**src/rtl/axis_rr_arbiter.sv**
```systemverilog
// Packet-level round-robin AXI4-Stream arbiter: NUM_IN sources merged onto one output, grant held until TLAST.
// Optional per-input completed-packet counters are enabled with `define AXIS_ARB_PKT_CNT_EN.
module axis_rr_arbiter #(
  parameter  int unsigned NUM_IN = 4,
  parameter  int unsigned DATA_W = 64,
  parameter  int unsigned DEST_W = 2,
  localparam int unsigned IDX_W  = $clog2(NUM_IN)
) (
  input  logic                     CLK,
  input  logic                     RST,
  input  logic [NUM_IN-1:0]        s_tvalid,
  output logic [NUM_IN-1:0]        s_tready,
  input  logic [NUM_IN*DATA_W-1:0] s_tdata,
  input  logic [NUM_IN*DEST_W-1:0] s_tdest,
  input  logic [NUM_IN-1:0]        s_tlast,
  output logic                     m_tvalid,
  input  logic                     m_tready,
  output logic [DATA_W-1:0]        m_tdata,
  output logic [DEST_W-1:0]        m_tdest,
  output logic                     m_tlast,
  output logic [IDX_W-1:0]         grant_idx,
`ifdef AXIS_ARB_PKT_CNT_EN
  output logic [NUM_IN*16-1:0]     pkt_cnt,
`endif
  output logic                     busy
);

  localparam logic [0:0] ST_IDLE = 1'b0;
  localparam logic [0:0] ST_BUSY = 1'b1;

  logic [0:0]       r_state;
  logic [IDX_W-1:0] r_grant;
  logic [IDX_W-1:0] r_rr_ptr;

  logic              w_found;
  logic [IDX_W-1:0]  w_winner;
  logic              w_active;
  logic              w_sel_valid;
  logic              w_sel_last;
  logic [DATA_W-1:0] w_sel_data;
  logic [DEST_W-1:0] w_sel_dest;
  logic              w_pkt_done;

  // First requester at or after rr_ptr, wrapping modulo NUM_IN.
  always_comb begin
    w_found  = 1'b0;
    w_winner = '0;
    for (int unsigned k = 0; k < NUM_IN; k++) begin
      int unsigned j;
      j = (32'(r_rr_ptr) + k) % NUM_IN;
      if (!w_found && s_tvalid[j]) begin
        w_found  = 1'b1;
        w_winner = IDX_W'(j);
      end
    end
  end

  always_comb begin
    w_sel_valid = 1'b0;
    w_sel_last  = 1'b0;
    w_sel_data  = '0;
    w_sel_dest  = '0;
    for (int unsigned i = 0; i < NUM_IN; i++) begin
      if (IDX_W'(i) == r_grant) begin
        w_sel_valid = s_tvalid[i];
        w_sel_last  = s_tlast[i];
        w_sel_data  = s_tdata[i*DATA_W +: DATA_W];
        w_sel_dest  = s_tdest[i*DEST_W +: DEST_W];
      end
    end
  end

  // Gating with RST keeps a source from seeing a handshake on the edge that drops ownership.
  assign w_active   = (r_state == ST_BUSY) && !RST;
  assign m_tvalid   = w_active && w_sel_valid;
  assign m_tdata    = w_sel_data;
  assign m_tdest    = w_sel_dest;
  assign m_tlast    = w_sel_last;
  assign w_pkt_done = m_tvalid && m_tready && m_tlast;
  assign grant_idx  = r_grant;
  assign busy       = (r_state == ST_BUSY);

  always_comb begin
    s_tready = '0;
    for (int unsigned i = 0; i < NUM_IN; i++) begin
      if (IDX_W'(i) == r_grant) s_tready[i] = w_active && m_tready;
    end
  end

  always_ff @(posedge CLK) begin
    if (RST) begin
      r_state  <= ST_IDLE;
      r_grant  <= '0;
      r_rr_ptr <= '0;
    end else begin
      case (r_state)
        ST_IDLE: begin
          if (w_found) begin
            r_state <= ST_BUSY;
            r_grant <= w_winner;
          end
        end
        default: begin
          if (w_pkt_done) begin
            r_state  <= ST_IDLE;
            r_rr_ptr <= (r_grant == IDX_W'(NUM_IN - 1)) ? '0 : r_grant + 1'b1;
          end
        end
      endcase
    end
  end

`ifdef AXIS_ARB_PKT_CNT_EN
  logic [NUM_IN-1:0][15:0] r_pkt_cnt;

  always_ff @(posedge CLK) begin
    if (RST) begin
      r_pkt_cnt <= '0;
    end else if (w_pkt_done) begin
      for (int unsigned i = 0; i < NUM_IN; i++) begin
        if (IDX_W'(i) == r_grant) r_pkt_cnt[i] <= r_pkt_cnt[i] + 16'd1;
      end
    end
  end

  assign pkt_cnt = r_pkt_cnt;
`endif

endmodule

```
**config.mk**
```make
export PLATFORM = sky130hd
export DESIGN_NAME = axis_rr_arbiter
export DESIGN_NICKNAME = d
export VERILOG_FILES = /design/src/rtl/axis_rr_arbiter.sv
export SDC_FILE = /design/constraint.sdc
export NUM_CORES = 1
export LEC_CHECK = 0
export CAP_MARGIN = 40
export CORE_AREA = 2 2 134 136
export CTS_CLUSTER_DIAMETER = 30
export CTS_CLUSTER_SIZE = 25
export DETAILED_ROUTE_END_ITERATION = 8
export DIE_AREA = 0 0 136 138
export PLACE_DENSITY = 0.59
export SLEW_MARGIN = 20
export SYNTH_ARGS = -nofsm -noshare
export SYNTH_HDL_FRONTEND = slang
export SYNTH_SLANG_ARGS = --single-unit
```
**constraint.sdc**
```tcl
create_clock -name CLK -period 2.9 [get_ports CLK]
set_clock_uncertainty 0.05 [all_clocks]
set_input_delay 0.435 -clock CLK [delete_from_list [all_inputs] [get_ports CLK]]
set_output_delay 0.435 -clock CLK [all_outputs]
set_load 0.01 [all_outputs]
```
Word level (Yosys, flattened, before mapping) --
Index checks and enable logic that the tools add are counted.
Storage, ports and cells: output and inout port bits 75, bits of input ports 275, logic and storage cells 71, bits in registers 5
Cells by class: bitwise gates (word level) 1, reductions and logical operators 15, magnitude comparators 4, muxes and demuxes 40, add/subtract/negate cells 4, equality and inequality tests 4
Operators by type and width (count):
- 64-bit two-way mux | 4
- 1-bit two-way mux | 23
- 2-bit two-way mux | 9
- 2-bit by 3-bit < comparator with 1-bit output (second input constant) | 4
- 1-bit binary-select mux with 2-bit select | 4
- 1-bit logical AND | 8
- 2-bit by 1-bit adder with 2-bit output (second input constant) | 2
- 2-bit adder (second input constant) | 2
- 2-bit == test (first input constant) | 2
- 1-bit logical NOT | 4
- 2-bit AND reduction | 2
- 1-bit by 2-bit == test with 1-bit output (first input constant) | 1
- 2-bit == test (second input constant) | 1
- 2-bit logical NOT | 1
- 1-bit inverter | 1

Longest topological paths before layout --
Gate-level depths: netlist of the first run.
depth in word-level cells 14, mapped depth 9, depth with buffers taken out 6

Worst setup path before layout of the first run --
Ideal clock, no wire load.
path kind flip-flop to output port, start point reg r_grant[1] (netlist: grant_idx[1]), end point out m_tdata[60], data required time 2415 ps, setup slack 627 ps, cell stages (with the launch flop) 10, data arrival time 1788 ps, buffers on the path 3, cell sequence dfxtp_1 inv_1 ha_1 buf_2 buf_2 clkbuf_1 nand3b_1 a21oi_1 a21oi_1 o21ai_0
Between the ends: longest elaborated chain between the ends 5, elaborated cells on any way between the ends 8, classes of those cells eq/ne (3); mux (4); reduce/logical (1)
RTL lines:
- from (decl) | RTL line 32 | logic [IDX_W-1:0] r_grant;
- from (signal assigned) | RTL line 100 | r_grant <= w_winner;
- 2-bit logical NOT | RTL line 64 | if (IDX_W'(i) == r_grant) begin
- 64-bit two-way mux (3 in a row) | RTL line 64
- 64-bit two-way mux (*) | RTL line 64
- to (decl) | RTL line 18 | output logic [DATA_W-1:0] m_tdata,
Mark *: on every way between the ends. The rest lies on a longest branch, timed or not.

Final worst setup path of the first run --
start point reg r_grant[1] (netlist: grant_idx[1]), end point out m_tdata[40]
Same word-level chain as after synthesis.

==> reports/metrics.yaml, run 1 <==
chip_width_um: 136
worst_pin_slew_ps: 340
viasPerCell: 4.42
cts_tree: "yes"
cts-root-buf: "sky130_fd_sc_hd__clkbuf_16"
critical_path.cell_chain: "inv_1, ha_4, buf_12, nand3b_1, a21oi_1, a21oi_1, o21ai_0, clkdlybuf4s50_1"
flip_flop_and_latch_count_after_synthesis: 5
period_share_pct: 96.3
setup_slack_ps: 108
die_area_mm2: 0.0188
crit_type: "flip-flop to output port"
nFillCells: 1870
grt_max_degree: 69
synthFlopType: "sky130_fd_sc_hd__dfxtp_1"
coreArea_mm2: 0.0175
status: "completed"
postLayoutCoreUtil_pct: 38.2
numCtsBuffers: 3
syn-num-nets: 784
worst_path_max_delay_cell: "sky130_fd_sc_hd__clkdlybuf4s50_1"
detailed_routing_iteration_count_for_the_pre_antenna_repair_pass: 4
fp-row-count: 49
synth_largest_area_cell: "sky130_fd_sc_hd__a21oi_1"
final_nets: 1108
clock_input_transition_at_the_sequential_cells_of_the_worst_setup_and_hold_paths_ps: 30
cts_max_path_buffers: 2
drt_iter0_drc: 182
fin_setup_tns_ps: 0
drive_gt1_share_pct: 4.47
synth_top_area_share_pct: 26.0
insertedDiodeCount: 0
final-setup-viol-count: 0
crit_path_frequent_cell: "sky130_fd_sc_hd__a21oi_1"
globalRoute.totalOverflow: 0
multiInputGateArea_mm2: 0.00237
dp_worst_setup_slack_ps: 179
routed_wl_um: 15200
top_count_cell_post_synth: "sky130_fd_sc_hd__a21oi_1"
largest_voltage_drop_on_the_vdd_net_uv: 145
post_synth.cell_area_avg_um2: 5.25
pins_over_their_slew_limit: 0
yosys_warnings: 0
total_leakage_power_nw: 2.54
dp_hpwl_um: 11900
layout.cells.non_filler: 1057
ys_async_sr_fraction_pct: 0
maxCapViolations: 0
clock_sink_count: 5
fmaxAchievable_mhz: 358
drc_errors: 0
endpoint_kind: "output port"
dr_total_vias: 4671
worst_hold_path_type: "flip-flop to flip-flop"
cp_data_arrival_time_ps: 2310
number_of_antenna_violations_at_the_first_check_in_global_routing: 0
timing.final.crit_period_ps: 2790
final_antenna_net_count: 0
synthTopCellsByArea: "sky130_fd_sc_hd__a21oi_1 (26%), sky130_fd_sc_hd__nand3b_1 (19%), sky130_fd_sc_hd__nand2_1 (19%)"
cts_post_setup_buffers_inserted: 0
grt_setup_unrepaired: "no"
grt_pass1_wl_um: 22500
ctsHtreeMaxLevel: 1
io_buf_count: 349
critical_path_required_ps: 2410
number_of_synthesized_flops_with_an_enable_pin: 0
synthTopCellsByCount: "sky130_fd_sc_hd__a21oi_1 (138), sky130_fd_sc_hd__nand2_1 (135), sky130_fd_sc_hd__nand3b_1 (68), sky130_fd_sc_hd__o21ai_0 (66), sky130_fd_sc_hd__clkbuf_1 (35)"
dp.cells: 1052
slowest_delay_ps: 590
worst_setup_path_start_kind: "flip-flop"
power_per_cell_area_mw_per_mm2: 224
routedWlPerCell_um: 14.4
clock_latency_ps: 230
flow.area_growth_from_synthesis_pct: 153
synth-seq-area-share_pct: 3.77
gr-usage-all-layers_pct: 14.6
instance_count_of_the_mapped_netlist: 505
floorplan.initialDensity_pct: 15.1
crit_fanout: 52
max_slew_margin_pct: 77.3
dieHeight_um: 138
grt_pass1_vias: 4570
synth_area_mm2: 0.00265
overall_power_mw: 1.50
routabilityCongestion: 0.811
floorplan.io_pins: 350
timing.final.hold_violations: 0
post_synth_num_cell_types: 27
seqCellArea_um2: 101
## kinds of logic (layout without fill, tap and decap cells)
family                   count (synthesis)  in the layout  synth area share [%]
flip-flops                               5              5                  3.77
multiplexers                             2              2                 0.802
AND/OR/NAND/NOR                        224            224                  43.4
adder cells (fa/ha/maj)                  4              4                  1.89
AO/OA/AOI/OAI                          212            212                  41.3
buffers and inverters                   58            381                  8.77
## final timing paths
path | startpoint | slack [ps] | to | cells past startpoint
worst min-delay path | grant_idx[1]$_SDFFE_PP0P_ | 460 | grant_idx[1]$_SDFFE_PP0P_ | 2
worst max-delay path | grant_idx[1]$_SDFFE_PP0P_ | 110 | m_tdata[40] | 8
worst min register to register | grant_idx[1]$_SDFFE_PP0P_ | 460 | grant_idx[1]$_SDFFE_PP0P_ | 2
worst max register to register | grant_idx[1]$_SDFFE_PP0P_ | 850 | r_rr_ptr[1]$_SDFFE_PP0P_ | 7
## per-layer routing
layer,routed length (um),vias to the layer above,track usage (%)
li1,-,2409,-
met1,5840,2000,16.0
met2,7490,236,27.7
met3,1550,26,3.56
met4,345,0,3.89
met5,0,-,0
## area by class of cell
type / count / area share (%)
Clock buffer: 4 / 1.18
Inverter: 4 / 0.224
Multi-Input combinational cell: 442 / 35.4
Sequential cell: 5 / 1.51
Tap cell: 229 / 4.27
Timing Repair Buffer: 373 / 57.5
## cell usage in the layout, fill, tap and decap left out, drive strengths merged
cell           count
mux2i              1
dlymetal6s2s      24
a21oi            138
o21ai             66
nand3b            68
o41ai              1
ha                 4
nand2b             2
nand2            135
clkdlybuf4s50    325
nor4               1
inv                4
or4                1
and2               5
o21a               1
mux2               1
nand3              1
or2                1
nor2b              3
a311o              1
nor3b              4
buf               23
nor2               3
o221ai             1
clkbuf             5
dfxtp              5
a211oi             4
## sequential cells by signal, summed over array words and instances (netlist names)
register / count
r_rr_ptr: 2
grant_idx: 2
busy: 1
## critical path: cells and delay by family, from the launching register on
family	cells	cell delay [ps]
DFF	1	370
buffers and inverters	3	880
and+or+nand+nor	1	180
adders and majority gates	1	200
AOI/OAI and AO/OA	3	420
## stage by stage
stage | hold WS (ps) | area, um2
finish | 460 | 6700
global route | 504 | 6700
CTS | 471 | 6610
detailed placement | 459 | 6530
global placement | 434 | 6530
floorplan | 472 | 2650
## repair_timing
item,CTS,global route
gates resized for setup,2,26
hold buffers,0,0
gates cloned,0,1
setup endpoints to repair,2,43
## where the power goes
group	leakage, nW	switching, mW	internal (mW)	total [mW]
combinational	2.46	0.439	0.754	1.19
clock	0.0382	0.0458	0.182	0.228
sequential	0.0413	0.00465	0.0725	0.0772
No activity file was read; power rests on OpenSTA's default activity.
==> run 2: changes to the inputs <==
--- a/config.mk
+++ b/config.mk
@@ -7,7 +7,7 @@
 export LEC_CHECK = 0
 export CAP_MARGIN = 40
 export CORE_AREA = 2 2 134 136
-export CTS_CLUSTER_DIAMETER = 30
+export CTS_CLUSTER_DIAMETER = 40
 export CTS_CLUSTER_SIZE = 25
 export DETAILED_ROUTE_END_ITERATION = 8
 export DIE_AREA = 0 0 136 138
==> results of run 2 <==
The final DEF is identical to that of run 1; final timing and power are the same.
